`config.mk`:
```
export PLATFORM = sky130hd
export DESIGN_NAME = reg_dump_reader
export DESIGN_NICKNAME = d
export VERILOG_FILES = /design/src/rtl/reg_dump_reader.sv
export SDC_FILE = /design/constraint.sdc
export NUM_CORES = 1
export LEC_CHECK = 0
export ABC_AREA = 1
export CAP_MARGIN = 25
export CELL_PAD_IN_SITES_DETAIL_PLACEMENT = 1
export CELL_PAD_IN_SITES_GLOBAL_PLACEMENT = 2
export CORE_MARGIN = 2
export CORE_UTILIZATION = 31
export CTS_CLUSTER_DIAMETER = 80
export DETAILED_ROUTE_END_ITERATION = 6
export PLACE_DENSITY_LB_ADDON = 0.1
export SYNTH_ARGS = -nofsm -noshare
export SYNTH_HDL_FRONTEND = slang
export SYNTH_SLANG_ARGS = --single-unit
```
`constraint.sdc`:
```
create_clock -name clk -period 5.85 [get_ports clk]
set_input_delay 1.17 -clock clk [delete_from_list [all_inputs] [get_ports clk]]
set_output_delay 1.17 -clock clk [all_outputs]
set_load 0.01 [all_outputs]
```
`src/rtl/reg_dump_reader.sv`:
```
// reg_dump_reader: walks the register bank one index at a time.
// Each value is snapshotted once, then streamed as the 12-character text line
// "xNN:HHHHHHHH" over a valid/ready character interface.
module reg_dump_reader #(
  parameter int NUM_REGS = 32,
  parameter int DATA_W   = 32
) (
  input  logic              clk,
  input  logic              reset_n,
  input  logic              start,
  output logic [4:0]        reg_idx,
  input  logic [DATA_W-1:0] reg_data,
  output logic              char_valid,
  input  logic              char_ready,
  output logic [7:0]        char_data,
  output logic [4:0]        char_row,
  output logic [3:0]        char_col,
  output logic              busy,
  output logic              done
);

  localparam logic [4:0] LAST_IDX = 5'(NUM_REGS - 1);
  localparam logic [3:0] LAST_COL = 4'd11;

  typedef enum logic [1:0] {S_IDLE, S_LATCH, S_EMIT, S_DONE} state_t;

  state_t            state_q;
  logic [4:0]        idx_q;
  logic [3:0]        col_q;
  logic [DATA_W-1:0] snap_q;
  logic              valid_q;
  logic [7:0]        data_q;
  logic              busy_q;
  logic              done_q;

  // One hex digit as uppercase ASCII: 0x41 + (n - 10) folds to 0x37 + n.
  function automatic logic [7:0] hex_ch(input logic [3:0] n);
    return (n < 4'd10) ? (8'h30 + {4'h0, n}) : (8'h37 + {4'h0, n});
  endfunction

  // Character shown at a column of the line for register idx holding snap.
  function automatic logic [7:0] char_at(input logic [3:0] col,
                                         input logic [4:0] idx,
                                         input logic [DATA_W-1:0] snap);
    logic [7:0] ch;
    ch = 8'h00;
    case (col)
      4'd0:    ch = 8'h78;                               // 'x'
      4'd1:    ch = 8'h30 + {3'b000, idx / 5'd10};       // tens digit
      4'd2:    ch = 8'h30 + {3'b000, idx % 5'd10};       // units digit
      4'd3:    ch = 8'h3A;                               // ':'
      default: ch = hex_ch(4'(snap >> {4'd11 - col, 2'b00})); // col 4 = MS nibble
    endcase
    return ch;
  endfunction

  // Dump sequencer: all outputs registered so the consumer sees clean timing.
  always_ff @(posedge clk or negedge reset_n) begin
    if (!reset_n) begin
      state_q <= S_IDLE;
      idx_q   <= '0;
      col_q   <= '0;
      snap_q  <= '0;
      valid_q <= 1'b0;
      data_q  <= 8'h00;
      busy_q  <= 1'b0;
      done_q  <= 1'b0;
    end else begin
      case (state_q)
        S_IDLE: begin
          if (start) begin
            state_q <= S_LATCH;
            idx_q   <= '0;
            col_q   <= '0;
            busy_q  <= 1'b1;
          end
        end
        S_LATCH: begin
          // Snapshot once so later bank writes cannot tear the line.
          snap_q  <= reg_data;
          state_q <= S_EMIT;
          col_q   <= '0;
          valid_q <= 1'b1;
          data_q  <= 8'h78;
        end
        S_EMIT: begin
          if (char_ready) begin
            if (col_q == LAST_COL) begin
              valid_q <= 1'b0;
              if (idx_q == LAST_IDX) begin
                state_q <= S_DONE;
                busy_q  <= 1'b0;
                done_q  <= 1'b1;
              end else begin
                idx_q   <= idx_q + 5'd1;
                col_q   <= '0;
                state_q <= S_LATCH;
              end
            end else begin
              col_q  <= col_q + 4'd1;
              data_q <= char_at(col_q + 4'd1, idx_q, snap_q);
            end
          end
        end
        S_DONE: begin
          // start is deliberately not looked at here: no queued dumps.
          state_q <= S_IDLE;
          done_q  <= 1'b0;
          idx_q   <= '0;
          col_q   <= '0;
          data_q  <= 8'h00;
        end
        default: state_q <= S_IDLE;
      endcase
    end
  end

  assign reg_idx    = idx_q;
  assign char_valid = valid_q;
  assign char_data  = data_q;
  assign char_row   = idx_q;
  assign char_col   = col_q;
  assign busy       = busy_q;
  assign done       = done_q;

endmodule

```
==> flow_summary.toml, run 1 <==
[final_layout]
multiInputGateArea_sq_um = 1400
final-seq-area_sq_um = 1330
n_antenna_cell = 0
mostFrequentLayoutCell = "nand2_1"
area_growth_pct = 24.3
finalNetCount = 498
layout-drive-gt1-share = 0.0844
mostFrequentLayoutCells = "127 x nand2_1, 58 x clkdlybuf4s50_1, 53 x dfrtp_1, 37 x inv_1, 35 x nand3_1"
n_fill_cell = 1229

[sta]
period_needed_ps = 3010
max_freq_mhz = 332
hold_slack_ps = 476
max_slew.worst_pin.slew_ps = 740
rsz0062_at_grt = "no"
period_share = 0.514
relSlewSlack = 0.507
setup_violations = 0
finClkSkew_ps = 9.34
fin_tns_setup_ps = 0
finalMaxSlewViolations = 0
finalHoldViolCount = 0

[clock_network]
clockRootBuffer = "clkbuf_8"
cts_sinks = 53
cts-htree-levels = 2
holdBufCountCts = 0
numCtsBuffers = 5
postCtsSetupBuffers = 0
clkLatencyLatePin_ps = 310
clk_path_buf_depth = 2
cts_tree = "done"
post_cts_resized = 0
clkTransAtPathRegs_ps = 100

[logic_synthesis]
synth_area_sq_um = 3020
synth_top_cell_area_share = 0.439
ys_ff_latch = 53
ys.warnings.count = 0
synth_cells = 400
synth_nets = 447
synth_area_leaders = "dfrtp_1 44%, nand2_1 16%, nand3_1 5.8%, o21ai_0 5.1%, inv_1 4.6%"
yosysSeqAreaShare = 0.439
yosysUniqueCellTypes = 32
synth_area_per_cell_sq_um = 7.55
post-synth-top-area-cell = "dfrtp_1"

[global_routing]
track_usage = 0.166
grt_overflow = 0
grt_first_pass_wirelength_mm = 13.6
grt_pass1_vias = 2741
grt_max_degree = 54
antenna_found_initial = 0

[setup_path]
crit_path_end_kind = "output pin"
rrSetupSlack_ps = 2920
critPathMaxFanout = 23
critPathTopFamily = "flip-flops"
crit_chain = "clkdlybuf4s50_1"
arrival_ps = 1840
slowest_stage = "dfrtp_1"
critPathMaxStageDelay_ps = 830
cp.buffers_inverters = 1
crit_required_ps = 4680
startpoint_type = "flip-flop"
path_depth = 1
r2r_cells = 13
critPathKind = "reg -> out"

[power]
p_leak_nw = 1.78
ir_drop_mv = 0.113
p_per_area_nw_per_um2 = 427

[floorplanning]
die_height_um = 103
rows = 36
num_io_pins = 61
die_w_um = 103
design.core.area_sq_um = 9590
die_area_sq_um = 10500
initial_core_util = 0.315

[worst_hold_path]
whs_path_depth = 2
hold_path_class = "reg -> reg"

[placement]
gp_congestion = 0.804
post-dp-hpwl_mm = 6.11
portBuffers = 59

[detailed_routing]
drt-vias-per-instance = 4.65
wl_per_cell_um = 13.8
antenna_left = 0
drt_pass1_iterations = 4
vias = 2712
drtIter0Drc = 66
wirelength_mm = 8.03
drc = 0

[run]
cap_violations = 0

[status]
status = "finished clean"
## synth_stat cells (all sizes together)
master / count
dfrtp: 53
nand4: 1
a21oi: 12
xor2: 3
o211a: 1
o211ai: 5
o31ai: 1
ha: 11
xnor2: 1
nor2: 35
nand3: 40
buf: 12
clkbuf: 5
inv: 49
conb: 1
nand2: 131
o41ai: 1
o21ai: 34
o221ai: 1
o22ai: 3
## sequential cells by signal, indices dropped and copies added (netlist names)
signal      cells
char_valid      1
char_col        4
snap_q         32
char_data       7
done            1
busy            1
state_q         2
char_row        5
## worst reg2reg max path, delay by kind of cell (launching register included)
kind                       cells  cell delay [ps]
AOI/OAI and AO/OA              3              340
adders and majority gates      2              720
buffers and inverters          2              400
DFF                            1              830
and+or+nand+nor                6              510
## report_power, final
| part | internal, W | switching (W) |
|---|---|---|
| Sequential | 0.000509 | 0.000101 |
| Clock | 0.0000793 | 0.000121 |
| Combinational | 0.000292 | 0.000502 |
| Total | 0.000880 | 0.000724 |
## cell type report
type,count,share of cell area
Inverter,49,0.0497
Tap cell,133,0.0443
Clock inverter,1,0.00133
Sequential cell,53,0.353
Multi-Input combinational cell,281,0.373
Timing Repair Buffer,61,0.160
Clock buffer,5,0.0183
## per-stage QoR
| stage | cell area, sq um | util | std cells | setup slack [ps] | total power, W |
|---|---|---|---|---|---|
| floorplan | 3020 | - | 400 | 3450 | 0.00117 |
| global route | 3750 | 0.391 | 583 | 2490 | 0.00178 |
| finish | 3750 | 0.391 | 583 | 2840 | 0.00160 |
| detailed placement | 3680 | 0.383 | 577 | 2930 | 0.00143 |
| CTS | 3750 | 0.391 | 583 | 2790 | 0.00164 |
| global placement | 3680 | 0.383 | 577 | 3000 | 0.00141 |
## worst paths after layout
path	startpoint	to
min in group asynchronous	reset_n	char_row[4]
hold / removal	snap_q[31]	snap_q[31]
hold reg to reg	snap_q[31]	snap_q[31]
setup reg to reg	char_col[0]	char_data[4]
max in group asynchronous	reset_n	snap_q[24]
setup / recovery	char_col[0]	char_col[0]
## logic make-up (layout without fill, tap and decap cells)
logic type	Yosys count	count (layout)	synth area share
xor gates and xnor gates	4	4	0.0141
adders and majority gates	11	11	0.0456
other	1	1	0.00124
and+or+nand+nor	207	207	0.294
DFF	53	53	0.439
buffers and inverters	66	116	0.0982
AOI/OAI and AO/OA	58	58	0.108
## routing by layer
layer / global-route usage / vias up / share of wire
li1: - / 1358 / -
met3: 0.0224 / 12 / 0.026
met2: 0.298 / 51 / 0.50
met5: 0 / - / 0
met4: 0.0513 / 0 / 0.017
met1: 0.208 / 1291 / 0.46
(Power assumes the default switching activity.)
==> inputs of run 2 (changes only) <==
CORE_UTILIZATION = 29   (was 31)
clock period = 2.8 ns   (was 5.85 ns; I/O delays follow)
==> flow_summary.toml, run 2 (synthesis gave the netlist of run 1 again) <==
[sta]
rsz0062_at_grt = "no"
max_freq_mhz = 404
max_slew.worst_pin.slew_ps = 588
setup_violations = 0
finalMaxSlewViolations = 0
finClkSkew_ps = 15.6
relSlewSlack = 0.608
finalHoldViolCount = 0
fin_tns_setup_ps = 0
period_share = 0.883
period_needed_ps = 2470

[final_layout]
multiInputGateArea_sq_um = 1400
n_fill_cell = 1261
n_antenna_cell = 0
layout-drive-gt1-share = 0.0985
mostFrequentLayoutCell = "nand2_1"
largest_register_ffs = 32
largest-register = "snap_q"
final-seq-area_sq_um = 1330
mostFrequentLayoutCells = "127 x nand2_1, 58 x clkdlybuf4s50_1, 53 x dfrtp_1, 37 x inv_1, 35 x nand3_1"
area_growth_pct = 27.6
fin_cells = 593
finalNetCount = 503

[detailed_routing]
drc = 0
drt_pass1_iterations = 4
drt-vias-per-instance = 4.53
wl_per_cell_um = 13.3
wirelength_mm = 7.91
drtIter0Drc = 50
vias = 2686
antenna_left = 0

[clock_network]
numCtsBuffers = 5
cts_tree = "done"
clkTransAtPathRegs_ps = 100
cts-htree-levels = 2
clk_path_buf_depth = 2
cts_sinks = 53
clkLatencyLatePin_ps = 310
clockRootBuffer = "clkbuf_8"
postCtsSetupBuffers = 0
post_cts_resized = 0
holdBufCountCts = 0

[setup_path]
critical_path.most_common_cell = "nand2_1"
rr_endpoint = "char_data[4]"
endpoint = "char_data[4]"
crit_path_end_kind = "flip-flop"
path_depth = 11
arrival_ps = 2660
r2r_cells = 11
r2r_start = "char_col[0]"
startpoint_type = "flip-flop"
slowest_stage = "dfrtp_1"
rrSetupSlack_ps = 330
critPathMaxStageDelay_ps = 530
critPathTopFamily = "adder cells"
crit_required_ps = 2990
crit_chain = "ha_1 -> xnor2_2 -> ha_1 -> nand3_1 -> ha_1 -> nand2_1 -> nand3_1 -> nand2_1 -> nand2_1 -> nand2_1 -> a21oi_1"
cp.buffers_inverters = 0
critPathMaxFanout = 9
crit_start = "char_col[0]"
critPathKind = "reg -> reg"

[placement]
portBuffers = 59
post-dp-hpwl_mm = 6.14
gp_congestion = 0.788
place_inst = 585

[floorplanning]
num_io_pins = 61
rows = 37
design.core.area_sq_um = 10200
die_w_um = 106
die_area_sq_um = 11200
initial_core_util = 0.295
die_height_um = 106

[global_routing]
track_usage = 0.152
grt_pass1_vias = 2874
grt_first_pass_wirelength_mm = 13.7
grt_overflow = 0
grt_max_degree = 50
antenna_found_initial = 0

[power]
ir_drop_mv = 0.244
p_leak_nw = 1.83
p_per_area_nw_per_um2 = 922

[worst_hold_path]
hold_path_class = "in -> async"

[run]
cap_violations = 0

[status]
status = "finished clean"
==> run 2: cell count changes in the layout (fill, tap and decap cells not counted), sizes merged <==
cell      previous run  this run
clkbuf               5         6
clkinvlp             0         1
buf                  3         8
bufinv               0         1
clkinv               1         0
==> run 2: report_power, final <==
group / total (W) / switching (W) / internal [W]
combinational: 0.00176 / 0.00109 / 0.000664
clock: 0.000554 / 0.000262 / 0.000291
sequential: 0.00124 / 0.000179 / 0.00106
==> run 2: worst min-delay path by stage <==
stage	from	to	slack, ps	cells past startpoint
after floorplan	reset_n	busy	260	0
after global placement	snap_q[31]	snap_q[31]	460	2
after detailed placement	snap_q[31]	snap_q[31]	460	2
after CTS	reset_n	char_row[0]	240	1
after global routing	reset_n	char_row[3]	260	1
final	reset_n	char_row[0]	230	1
==> run 2: worst register-to-register path, delay by kind of cell (launching register included) <==
kind	cells	cell delay, ps
adder cells (fa/ha/maj)	3	880
flip-flops	1	530
AND/OR/NAND/NOR	6	530
XOR/XNOR	1	360
AO/OA/AOI/OAI	1	60
==> run 2: through the flow <==
step	area (sq um)	total power (W)	util	hold WS [ps]	setup WS [ps]
final	3850	0.00355	0.377	232	327
after detailed placement	3730	0.00305	0.365	461	327
after CTS	3850	0.00362	0.377	243	288
after global routing	3850	0.00392	0.377	259	75.7
after global placement	3730	0.00302	0.365	457	421
after floorplan	3020	0.00244	-	264	402
==> run 2: final cells by class <==
type,count,area share
Sequential cell,53,0.344
Inverter,49,0.0484
Timing Repair Buffer,66,0.169
Tap cell,136,0.0442
Clock inverter,2,0.00974
Clock buffer,6,0.0214
Multi-Input combinational cell,281,0.363
==> run 2: layer usage <==
| layer | up-vias | wire length [um] | track usage |
|---|---|---|---|
| li1 | 1370 | - | - |
| met1 | 1265 | 3690 | 0.185 |
| met2 | 43 | 3850 | 0.274 |
| met3 | 8 | 232 | 0.0245 |
| met4 | 0 | 142 | 0.0489 |
| met5 | - | 0 | 0 |
